## src/rtl/mux8_rr_sched.sv

```systemverilog
// Round-robin scheduler sharing one 8:1 bit-mux between eight serial requesters.
// Grants one requester per burst of BURST_LEN beats, streamed over valid/ready.

module mux8 (
  input  logic [7:0] d,
  input  logic [2:0] s,
  output logic       y
);
  assign y = d[s];
endmodule

module mux8_rr_sched #(
  parameter int BURST_LEN = 8
) (
  input  logic       clk,
  input  logic       rst_n,
  input  logic [7:0] req,
  input  logic [7:0] data_in,
  input  logic       out_ready,
  output logic       out_valid,
  output logic       out_data,
  output logic [2:0] sel,
  output logic [7:0] gnt,
  output logic [7:0] ack,
  output logic       busy
);
  localparam int CW = (BURST_LEN > 1) ? $clog2(BURST_LEN) : 1;
  localparam logic [CW-1:0] CNT_LAST = CW'(BURST_LEN - 1);

  typedef enum logic {IDLE = 1'b0, XFER = 1'b1} state_t;

  state_t        state_reg, state_next;
  logic [2:0]    ptr_reg, ptr_next;
  logic [2:0]    sel_reg, sel_next;
  logic [7:0]    gnt_reg, gnt_next;
  logic [CW-1:0] cnt_reg, cnt_next;

  logic [2:0] rot_idx [8];
  logic [7:0] req_rot;
  logic [2:0] pick_off;
  logic [2:0] pick_idx;
  logic       granted_req;
  logic       hs;
  logic       last_beat;

  // Rotate requests so that bit 0 is the requester at ptr; lowest set bit wins.
  genvar gi;
  generate
    for (gi = 0; gi < 8; gi++) begin : g_rot
      assign rot_idx[gi] = ptr_reg + 3'(gi);
      assign req_rot[gi] = req[rot_idx[gi]];
    end
  endgenerate

  always_comb begin
    pick_off = 3'd0;
    for (int k = 7; k >= 0; k--) begin
      if (req_rot[k]) pick_off = 3'(k);
    end
  end

  assign pick_idx    = ptr_reg + pick_off;
  assign granted_req = req[sel_reg];
  assign hs          = out_valid & out_ready;
  assign last_beat   = (cnt_reg == CNT_LAST);

  always_ff @(posedge clk or negedge rst_n) begin
    if (!rst_n) begin
      state_reg <= IDLE;
      ptr_reg   <= 3'd0;
      sel_reg   <= 3'd0;
      gnt_reg   <= 8'h00;
      cnt_reg   <= '0;
    end else begin
      state_reg <= state_next;
      ptr_reg   <= ptr_next;
      sel_reg   <= sel_next;
      gnt_reg   <= gnt_next;
      cnt_reg   <= cnt_next;
    end
  end

  // A dropped request ends the burst exactly like a completed one.
  always_comb begin
    state_next = state_reg;
    ptr_next   = ptr_reg;
    sel_next   = sel_reg;
    gnt_next   = gnt_reg;
    cnt_next   = cnt_reg;
    case (state_reg)
      IDLE: begin
        if (|req) begin
          state_next = XFER;
          sel_next   = pick_idx;
          gnt_next   = 8'h01 << pick_idx;
          cnt_next   = '0;
        end
      end
      XFER: begin
        if (!granted_req || (hs && last_beat)) begin
          state_next = IDLE;
          ptr_next   = sel_reg + 3'd1;
          gnt_next   = 8'h00;
        end else if (hs) begin
          cnt_next = cnt_reg + CW'(1);
        end
      end
      default: state_next = IDLE;
    endcase
  end

  always_comb begin
    busy      = (state_reg == XFER);
    out_valid = busy & granted_req;
    ack       = (out_valid & out_ready) ? gnt_reg : 8'h00;
  end

  assign sel = sel_reg;
  assign gnt = gnt_reg;

  mux8 u_mux8 (
    .d (data_in),
    .s (sel_reg),
    .y (out_data)
  );

endmodule

```

## config.mk

```make
export PLATFORM = sky130hd
export DESIGN_NAME = mux8_rr_sched
export DESIGN_NICKNAME = d
export VERILOG_FILES = /design/src/rtl/mux8_rr_sched.sv
export SDC_FILE = /design/constraint.sdc
export NUM_CORES = 1
export LEC_CHECK = 0
export ABC_AREA = 1
export CORE_AREA = 2 2 61 63
export CTS_CLUSTER_SIZE = 40
export DETAILED_ROUTE_END_ITERATION = 8
export DIE_AREA = 0 0 63 65
export PLACE_DENSITY = 0.8
export SETUP_SLACK_MARGIN = 0.1
export SYNTH_ARGS = -nofsm -noshare
export SYNTH_HDL_FRONTEND = slang
export SYNTH_SLANG_ARGS = --single-unit
```

## constraint.sdc

```tcl
create_clock -name clk -period 9.2 [get_ports clk]
set_input_delay 0.92 -clock clk [delete_from_list [all_inputs] [get_ports clk]]
set_output_delay 0.92 -clock clk [all_outputs]
set_load 0.02 [all_outputs]
```

# Word-level counts from Yosys, hierarchy flattened
# Cells that the tools add are included.
dict set report op_classes {
  n_addsub 10
  multipliers 0
  div 0
  n_lt_le_gt_ge 9
  n_eq_ne 5
  shifts 1
  n_mux 39
  bitwise 3
  n_reduce_logical 8
}
# op count
set ops {}
lappend ops {{$lt A3 B4 Y1 const B} 9}
lappend ops {{$mux W3} 11}
lappend ops {{$bmux W1 S3} 10}
lappend ops {{$mux W8} 3}
lappend ops {{$pmux W8 S2} 1}
lappend ops {{$add A3 B3 Y3 const B} 4}
lappend ops {{$mux W1} 12}
lappend ops {{$add A3 B1 Y3 const B} 3}
lappend ops {{$reduce_or A8 Y1} 1}
lappend ops {{$shl A1 B3 Y8 const A} 1}
lappend ops {{$add A3 B2 Y3 const B} 2}
lappend ops {{$pmux W3 S2} 1}
lappend ops {{$reduce_and A2 Y1} 3}
lappend ops {{$ne A2 B1 Y1 const B} 2}
lappend ops {{$ne A2 B2 Y1 const B} 2}
lappend ops {{$add A3 B3 Y3} 1}
lappend ops {{$eq A3 B3 Y1 const B} 1}
lappend ops {{$reduce_and A3 Y1} 1}
lappend ops {{$and A1 B1 Y1} 2}
lappend ops {{$pmux W1 S2} 1}
lappend ops {{$logic_and A1 B1 Y1} 1}
lappend ops {{$logic_not A1 Y1} 1}
lappend ops {{$logic_or A1 B1 Y1} 1}
lappend ops {{$not A1 Y1} 1}
dict set report word_totals {
  register_bits 18
  latchBits 0
  ram_bits 0
  romBits 0
  input_bits 19
  out_inout_bits 22
  elab_cells 80
  mem_count 0
}

# Logic depth before layout (Yosys ltp)
dict set report logic_depth {
  ltp_word 15
  depth_mapped 22
  depth_no_buf 22
}

# Cells and area by module
# Synthesis repeated with hierarchy kept, for this count alone.
dict set report unflattened {
  hier_cells 264
  area_unflattened_um2 1819.2
}
# mod n_inst cells_each area_per_inst_um2
set by_module_without_submodules {}
lappend by_module_without_submodules {mux8_rr_sched 1 236 1709.1}
lappend by_module_without_submodules {mux8 1 28 110.1}

# Least setup slack after synthesis
# No wires, ideal clock.
dict set report synth_timing {
  path_kind {reg2reg}
  startpoint {register ptr_reg[1]}
  endpoint {register gnt_reg[1] (netlist: gnt[1])}
  setup_ns 0.117
  arrival_ns 2.954
  required_ns 9.083
  setup_slack_ns 6.129
  stages_incl_launch_ff 23
  path_buffers 1
  path_cell_list {dfrtp_1 > buf_6 > clkinv_2 > ha_1 > inv_2 > nand3_1 > nand3_1 > nand2_1 > nand2_1 > nand2_1 > nand2_1 > nand2_1 > nand2_1 > a21boi_0 > ha_1 > inv_1 > fa_1 > xor2_1 > inv_1 > nand3_4 > nand2_4 > nand2_1 > nand2_1}
}
dict set report synth_via {
  elab_chain_len 15
  elab_cells_between_ends 35
  cone_classes {add/sub: 8; shift: 1; mux: 26}
}
# element line_no
set synth_lines {}
lappend synth_lines {{from (decl)} 33} ;# logic [2:0] ptr_reg, ptr_next;
lappend synth_lines {{from (signal assigned)} 76} ;# ptr_reg <= ptr_next;
lappend synth_lines {{$add A3 B3 Y3} 50} ;# assign rot_idx[gi] = ptr_reg + 3'(gi);
lappend synth_lines {{$bmux W1 S3} 51} ;# assign req_rot[gi] = req[rot_idx[gi]];
lappend synth_lines {{$mux W1 (not written as such)} 51}
lappend synth_lines {{$mux W3 (8 in series)} 58} ;# if (req_rot[k]) pick_off = 3'(k);
lappend synth_lines {{$add A3 B3 Y3 *} 62} ;# assign pick_idx = ptr_reg + pick_off;
lappend synth_lines {{$shl A1 B3 Y8 *} 95} ;# gnt_next = 8'h01 << pick_idx;
lappend synth_lines {{$mux W8 *} 92} ;# if (|req) begin
lappend synth_lines {{$pmux W8 S2 *} 90} ;# case (state_reg)
lappend synth_lines {{to (signal assigned)} 78} ;# gnt_reg <= gnt_next;
lappend synth_lines {{to (decl)} 35} ;# logic [7:0] gnt_reg, gnt_next;
# Every way passes the cells marked *; elsewhere a longest branch is shown, timed or not. The select of a mux whose other input is x is not followed.
# A chain may end at the register's enable or synchronous reset.

# Final worst setup path
dict set report layout_timing {
  startpoint {input port req[4]}
  endpoint {output port ack[4]}
}
dict set report layout_via {
  elab_chain_len 5
}
# element line_no
set layout_lines {}
lappend layout_lines {{from (decl)} 17} ;# input logic [7:0] req,
lappend layout_lines {{$bmux W1 S3} 63} ;# assign granted_req = req[sel_reg];
lappend layout_lines {{$mux W1 (not written as such)} 63}
lappend layout_lines {{$and A1 B1 Y1} 114} ;# out_valid = busy & granted_req;
lappend layout_lines {{$and A1 B1 Y1} 115} ;# ack = (out_valid & out_ready) ? gnt_reg : 8'h00;
lappend layout_lines {{$mux W8} 115}
lappend layout_lines {{to (decl)} 24} ;# output logic [7:0] ack,
# Every way passes these cells. The select of a mux whose other input is x is not followed.

==> out/summary.txt <==
setup bufs post-CTS = 0
max incr delay on CP = 640 ps
Pwr per Cell Area = 400.7 nW/µm²
status = completed
crit path capture type = output pin
vias in the first global route = 1603
Crit path arrival time = 3110 ps
post-synthesis sequential area ratio = 25.62%
Detailed Place HPWL = 3025 µm
largest net degree at the start of global routing = 19
Clock power frac = 5.5%
Buf+Inv Stages, Crit Path = 2
Longest Clk Path Bufs = 2
vias post-DR = 1676
crit path kind = in -> out
max FFs per register = 8
reg2reg end = gnt[3]
crit share post-route = 43.81%
#FFs+latches synth = 18
H-tree depth = 1
yosys warns = 0
I/O pin count = 41
syn avg cell area = 7.088 µm²
Antenna Nets Post-Route = 0
Flop pwr share = 17.9%
Post-Route WL = 3780 µm
Comb pwr share = 76.6%
Peak VDD IR = 201.9 µV
Cell Chain, Critical Path = clkdlybuf4s50_1 > nor2_1 > nor2_1 > o21ai_0 > o211ai_1 > nand2_1 > nor2_2 > nand2_1 > nor2_1 > clkdlybuf4s50_1
cell with the most instances on the worst path = nor2_1
root buffer cell = clkbuf_4
HP Class = reg -> reg
worst reg2reg setup slack = 5620 ps
hold_ws = 499.2 ps
Hold Crit Start = cnt_reg[0]
Final Hold Violating Endpoints = 0
clk_lat worst skew = 290 ps
n_diodes = 0
crit start category = input port
IO buf count = 40
CTS tree = built
P_int = 0.3794 mW
FF-to-FF path depth = 21
CP Max Fanout = 8
Die Width = 63 µm
GRT Overall Usage = 20.24%
delay-heaviest family, CP = buffers and inverters
post_cts resized = 0
Synth Cell Area = 1758 µm²
Post-Syn Instances = 248
RSZ-0062 raised after global routing = no
Post-route DRC = 0
RePlAce Congestion = 0.8338
# rows = 22
setup violators final = 0
drt initial violations = 55
area leader, netlist = dfrtp_1
DR pass1 iterations = 4
Synth top area share = 25.62%
max-slew violation count = 0
Area Growth Syn to Fin = 25.20%
cell depth of the worst hold path = 1
R2R Path Start = ptr_reg[1]
placed cell count = 330
Initial Utilization = 50.29%
Overflow after GRT = 0
core area = 3496 µm²
top area cells in the synthesized netlist = dfrtp_1 (26%), nand2_1 (14%), nand3_1 (9.1%)
sw frac = 56.99%
WL/cell = 11.32 µm
CTS Sinks = 18
Die Area = 4095 µm²
Nets = 313
clock transition at the registers of the reported paths = 100 ps
worst path required time = 8280 ps
switching power = 0.5026 mW
first-pass GRT wire length = 6810 µm
Max Fclk = 248.1 MHz
Clock Skew = 0.7930 ps
final setup TNS = 0 ps
final core utilization = 62.96%
Vias/cell = 5.018
Worst-Margin Slew = 776.0 ps
CP max stage cell = clkdlybuf4s50_1
Die Y-Extent = 65 µm
Non-Filler Instances = 334
initial antenna violation count = 0
Num CTS Buffers = 3
layout cells sized above 1 = 17.13%
Lkg Pwr = 1.081 nW
Power, Total = 0.8820 mW
Slew headroom = 48.10%
Syn Nets = 274
Post-CTS Hold Buffers = 0
Worst Hold Path EP = cnt_reg[0]
count of cell types in the netlist = 33
minimum clock period = 4031 ps
max_cap viols = 0
Fillers = 338
-- routing by layer --
| metal | vias up | share of wire [%] | GRT usage (%) |
|---|---|---|---|
| met3 | 3 | 2.2 | 1.389 |
| met2 | 28 | 49 | 35.11 |
| met1 | 766 | 48 | 27.05 |
| li1 | 879 | - | - |
| met4 | 0 | 0.56 | 6.111 |
| met5 | - | 0 | 0 |
-- worst register-to-register path, cell delays in order (launching register included) --
cell and delay [ps]:
dfrtp_1 590, clkinv_2 230, ha_1 480, inv_2 90, nand3_1 120, nand3_1 80, nand2_1 150, nand2_1 70
nand2_1 50, nand2_1 40, nand2_1 50, nand2_1 50, a21boi_0 180, ha_1 170, inv_1 50, fa_1 370
xor2_1 280, inv_1 120, nand3_4 140, nand2_4 70, nand2_1 60, nand2_1 50
-- placed cells by master (no fill, tap or decap), drive strengths merged --
| cell type | instances |
|---|---|
| nand2 | 86 |
| nand3 | 44 |
| clkdlybuf4s50 | 40 |
| nor2 | 28 |
| inv | 27 |
| dfrtp | 18 |
| o21ai | 13 |
| ha | 6 |
| clkbuf | 4 |
| xnor2 | 3 |
| xor2 | 3 |
| nor3 | 2 |
| o211ai | 2 |
| a21oi | 2 |
| nor4 | 2 |
| clkinv | 1 |
| a21boi | 1 |
| o21bai | 1 |
| o22ai | 1 |
| a31oi | 1 |
| fa | 1 |
-- logic make-up (layout without fill, tap and decap cells) --
kind of cell	after synthesis	in the layout	synth area share [%]
flip-flops	18	18	25.62
AO/OA/AOI/OAI	21	21	6.691
buffers and inverters	34	72	9.536
XOR/XNOR	6	6	3.417
AND/OR/NAND/NOR	162	162	49.32
adder cells (fa/ha/maj)	7	7	5.409
-- power by group through the flow --
stage          combinational [mW]  sequential (mW)  clock, mW
6_report                    0.676            0.158     0.0485
5_1_grt                     0.765            0.164     0.0517
4_1_cts                     0.681            0.157     0.0494
3_5_place_dp                0.676            0.159          0
3_3_place_gp                0.666            0.159          0
2_1_floorplan               0.557            0.146          0
-- cell type report --
type	count	area (µm²)	area share [%]
clock buffer	4	36.28	1.649
inverter	28	113.9	5.173
multi-input combinational	196	1140	51.79
sequential	18	450.4	20.47
tap	48	60.06	2.729
timing repair buffer	40	400.4	18.19
-- Yosys cell counts --
library cell  instances
nand2_1              64
nand3_1              32
nor2_1               24
inv_1                22
dfrtp_1              18
nand2_2              13
o21ai_0              12
nand3_2              11
nand2_4               9
ha_1                  6
inv_2                 4
buf_6                 3
xnor2_1               3
a21oi_1               2
buf_4                 2
nor2_2                2
nor3_1                2
nor4_1                2
o211ai_1              2
xor2_1                2
a21boi_0              1
a31oi_1               1
buf_2                 1
clkinv_2              1
fa_1                  1
inv_8                 1
nand3_4               1
nor2_4                1
nor2_8                1
o21ai_1               1
o21bai_1              1
o22ai_1               1
xor2_2                1
-- per-stage QoR --
stage	setup WS (ps)	instance area, µm²
2_1_floorplan	6129	1758
3_3_place_gp	5259	2165
3_5_place_dp	5168	2165
4_1_cts	5165	2201
5_1_grt	5001	2201
6_report	5169	2201
-- worst max-delay path by stage --
stage | start | end | depth (start not counted)
3_3_place_gp | req[4] | ack[3] | 10
3_5_place_dp | req[4] | ack[4] | 10
2_1_floorplan | ptr_reg[1] | gnt[1] | 22
5_1_grt | req[4] | ack[6] | 10
6_report | req[4] | ack[4] | 10
4_1_cts | req[4] | ack[4] | 10
Note: power is estimated with default switching activity, not from simulation.
==> patch 1, RTL diff (same flow settings) <==
The parameter `BURST_LEN` goes from 8 to 16.
--- a/src/rtl/mux8_rr_sched.sv
+++ b/src/rtl/mux8_rr_sched.sv
@@ -12,3 +12,3 @@
 module mux8_rr_sched #(
-  parameter int BURST_LEN = 8
+  parameter int BURST_LEN = 16
 ) (
Function: changed (Yosys sat finds a counterexample within 10 cycles, from zero or initial values and one cycle with rst_n low).
==> patch 1 against the original RTL <==
- clock skew grew 0.0055 ns
- total power shrank 2.8%
- maximum frequency grew 2.0%
- synthesized area shrank 0.21%
- worst hold slack gained 0.049 ns
- count of clock-buffer cells in the layout shrank 1
- cell area shrank 0.45%
- critical path type unchanged
- highest routed layer unchanged
- worst setup slack gained 0.079 ns
- die area is the same
- wire length grew 2.3%
- sequential cell count grew 1
- utilization shrank 0.29 points
==> patch 1: results <==
run_status:
  status: "finished, final reports clean"
drt:
  firstDrtPassIters: 4
  dr_total_vias: 1710
  wl_um: 3870
  wl_met2_um: 1960
  met1_length_um: 1780
  drtIter0Drc: 75
  dr_wl_met3_um: 104
critical_path:
  r2r_end: "gnt[3]"
  crit_start: "req[2]"
  cp-endpoint: "ack[6]"
  reg2reg_slack_ns: 5.83
  worst_ep_required_time_ns: 8.28
clock_network:
  clk_latency_ns: 0.30
  cts_made_buffers: 3
  path_clk_slew_ns: 0.10
hold_path:
  min_from: "gnt[7]"
  hold_depth: 2
  min_to: "gnt[7]"
place:
  hpwlAfterDp_um: 3140
  placed_area_mm2: 0.00216
  post-place-ws_ns: 5.26
  gp_congestion: 0.852
  dp.cells: 345
  io_buffers: 40
synth:
  yosysSeqAreaShare_pct: 27.1
  synthCells: 263
  ys_top_cells_by_count: "74 x nand2_1, 42 x nand3_1, 31 x nor2_1, 21 x inv_1, 19 x dfrtp_1"
  syn_nets: 288
  synthTopCellsByArea: "dfrtp_1 27%, nand2_1 16%, nand3_1 12%"
  synth_cell_types: 32
layout:
  drive_gt1_share_pct: 13.0
  diodes: 0
  stdcell_count: 349
  nNetsFinal: 327
grt:
  grt_usage_pct: 20.6
  grt_pass1_wl_um: 6910
  grt_pass1_vias: 1599
  met3_usage_pct: 1.56
  grt_max_degree: 21
  met2_usage_pct: 36.0
  met1_usage_pct: 28.1
sta:
  hold_ws_ns: 0.548
  tightest_slew_ns: 0.840
  setup_ws_ns: 5.25
  skew_ns: 0.00631
pwr:
  p_leak_uw: 0.00107
  vdd_ir_drop_max_mv: 0.191
==> patch 1: cell count changes after synthesis, sizes merged, moves of 2 or more <==
cell / change
nand2: +5
nand3: +3
nor2: +7
nor4: -2
o211ai: -2
o21ai: +2
==> patch 1: kinds of logic after synthesis <==
| group | after synthesis | synth area share [%] |
|---|---|---|
| AOI/OAI and AO/OA | 20 | 6.56 |
| xor gates and xnor gates | 7 | 3.92 |
| DFF | 19 | 27.1 |
| buffers and inverters | 33 | 9.20 |
| adders and majority gates | 6 | 4.71 |
| and+or+nand+nor | 178 | 48.5 |
==> patch 1: cell type report <==
| type | instances | area (µm²) |
|---|---|---|
| clock buffer | 3 | 22.5 |
| multi-input combinational | 211 | 1120 |
| fill | 336 | 1310 |
| tap | 48 | 60.1 |
| sequential | 19 | 475 |
| inverter | 26 | 103 |
| clock inverter | 1 | 5.00 |
| timing repair buffer | 41 | 408 |
==> patch 1: power breakdown <==
group	switching, µW	internal [µW]
logic	409	240
registers	53.1	113
clock network	26.1	16.2
==> patch 2, RTL diff (config.mk and constraints unchanged) <==
Made on the original files. Reset style: synchronous (`rst_n`), changed in one clocked block.
--- a/src/rtl/mux8_rr_sched.sv
+++ b/src/rtl/mux8_rr_sched.sv
@@ -66,3 +66,3 @@
 
-  always_ff @(posedge clk or negedge rst_n) begin
+  always_ff @(posedge clk) begin
     if (!rst_n) begin
Formal check against the unedited RTL: differs if rst_n is asserted again (counterexample within 4 cycles, from zero or initial values and one cycle with rst_n low); with rst_n held inactive, the same outputs for 10 cycles.
==> patch 2 against the original RTL <==
- wire length up 1.2%
- count of clock-buffer cells in the layout did not move
- global-route usage is 0.83 points lower
- sequential cell count unchanged
- worst hold slack worse by 0.017 ns
- final cell count is the same
- total power shrank 33%
- cell area shrank 8.7%
- worst setup slack improved by 0.096 ns
- die area did not move
- synthesized area down 12%
- critical path type unchanged
- largest cell class unchanged
- largest power group unchanged
- highest routed layer unchanged
==> patch 2: results <==
run_status:
  status: "finished, final reports clean"
critical_path:
  slowest_delay_ns: 0.62
  cp_slowest_cell: "clkdlybuf4s50_1"
  crit_family: "buffers and inverters"
  cp.arrival_ns: 3.02
place:
  dp.cells: 330
  placed_area_mm2: 0.00197
  io_buffers: 40
  hpwlAfterDp_um: 3020
  gp_congestion: 0.845
grt:
  met2_usage_pct: 34.8
  grt_max_degree: 19
  grt_usage_pct: 19.4
  grt_pass1_wl_um: 6530
  met3_usage_pct: 2.43
  grt_pass1_vias: 1554
  met1_usage_pct: 23.9
  antenna_found_initial: 0
synth:
  synth.avg_cell_area_um2: 6.27
  syn_nets: 274
  ys_top_cells_by_count: "52 x nand2_1, 41 x nand3_1, 27 x nor2_1, 23 x inv_1"
  synthTopCellsByArea: "dfxtp_1 23%, nand3_1 13%, nand2_1 13%"
  yosysSeqAreaShare_pct: 23.2
  synth_cell_types: 33
  async_flop_share_pct: 0
clock_network:
  post_cts_buffers: 0
  clk_latency_ns: 0.30
  path_clk_slew_ns: 0.10
  cts_root_buffer: "clkbuf_4"
  cts_resized: 0
  htree_levels: 1
  cts_max_path_buffers: 2
layout:
  clock_cell_area_share_pct: 1.81
  multi_input_cells: 194
  seq_cell_count: 18
  area_share_nonclk_buffers_pct: 20.3
  num-nonclk-inverters: 29
  stdcell_count: 334
  seqCellArea_um2: 360
  num-nonclk-buffers: 41
  multi_input_area_mm2: 0.00103
  fin_util_pct: 57.5
  largest_reg_flops: 8
  drive_gt1_share_pct: 10.5
  fill_cells: 373
drt:
  ant_nets: 0
  firstDrtPassIters: 4
  wl_per_cell_um: 11.5
  drtIter0Drc: 75
  vias_per_cell: 5.11
pwr:
  p_sw_share_pct: 52.6
  p_leak_uw: 0.000828
  vdd_ir_drop_max_mv: 0.151
hold_path:
  worstHoldPathType: "flip-flop to flip-flop"
sta:
  tightest_slew_ns: 0.467
  skew_ns: 0.00363
  final_hold_viol_count: 0
[patch 2: cell count changes after synthesis, moves of 3 or more]
cell     before  now
dfrtp_1      18    0
dfxtp_1       0   18
a21oi_1       2   18
nand2_1      64   52
nand3_2      11    0
nand3_1      32   41
nand2_4       9    2
nor2_1       24   27
[patch 2: cells by family after synthesis]
| kind of cell | share of synthesized area [%] |
|---|---|
| AND/OR/NAND/NOR | 42.5 |
| adder cells (fa/ha/maj) | 6.12 |
| AO/OA/AOI/OAI | 14.4 |
| flip-flops | 23.2 |
| buffers and inverters | 10.5 |
| XOR/XNOR | 3.30 |
[patch 2: through the flow]
step           power, µW  setup WS [ns]  hold WS, ns
2_1_floorplan        444           6.17        0.428
3_3_place_gp         538           5.33        0.450
3_5_place_dp         545           5.26        0.466
4_1_cts              595           5.24        0.483
5_1_grt              655           5.12        0.505
6_report             595           5.26        0.482
[patch 2: power groups by stage]
stage,clock [µW],combinational (µW),sequential (µW)
2_1_floorplan,0,312,132
3_3_place_gp,0,406,131
3_5_place_dp,0,414,131
4_1_cts,48.8,417,130
5_1_grt,53.3,467,135
6_report,48.7,416,130
[patch 2: layer usage]
metal | wire [µm] | share of wire [%]
met2 | 1860 | 49
met3 | 116 | 3.0
met4 | 57 | 1.5
met5 | 0 | 0
met1 | 1800 | 47
[patch 2: path summary, 6_finish.rpt]
path / startpoint / end / slack (ns) / cells past startpoint
hold reg to reg: cnt_reg[0] / cnt_reg[0] / 0.48 / 1
setup reg to reg: ptr_reg[0] / gnt[2] / 5.74 / 19
hold / removal: cnt_reg[0] / cnt_reg[0] / 0.48 / 1
setup / recovery: req[1] / ack[0] / 5.26 / 10
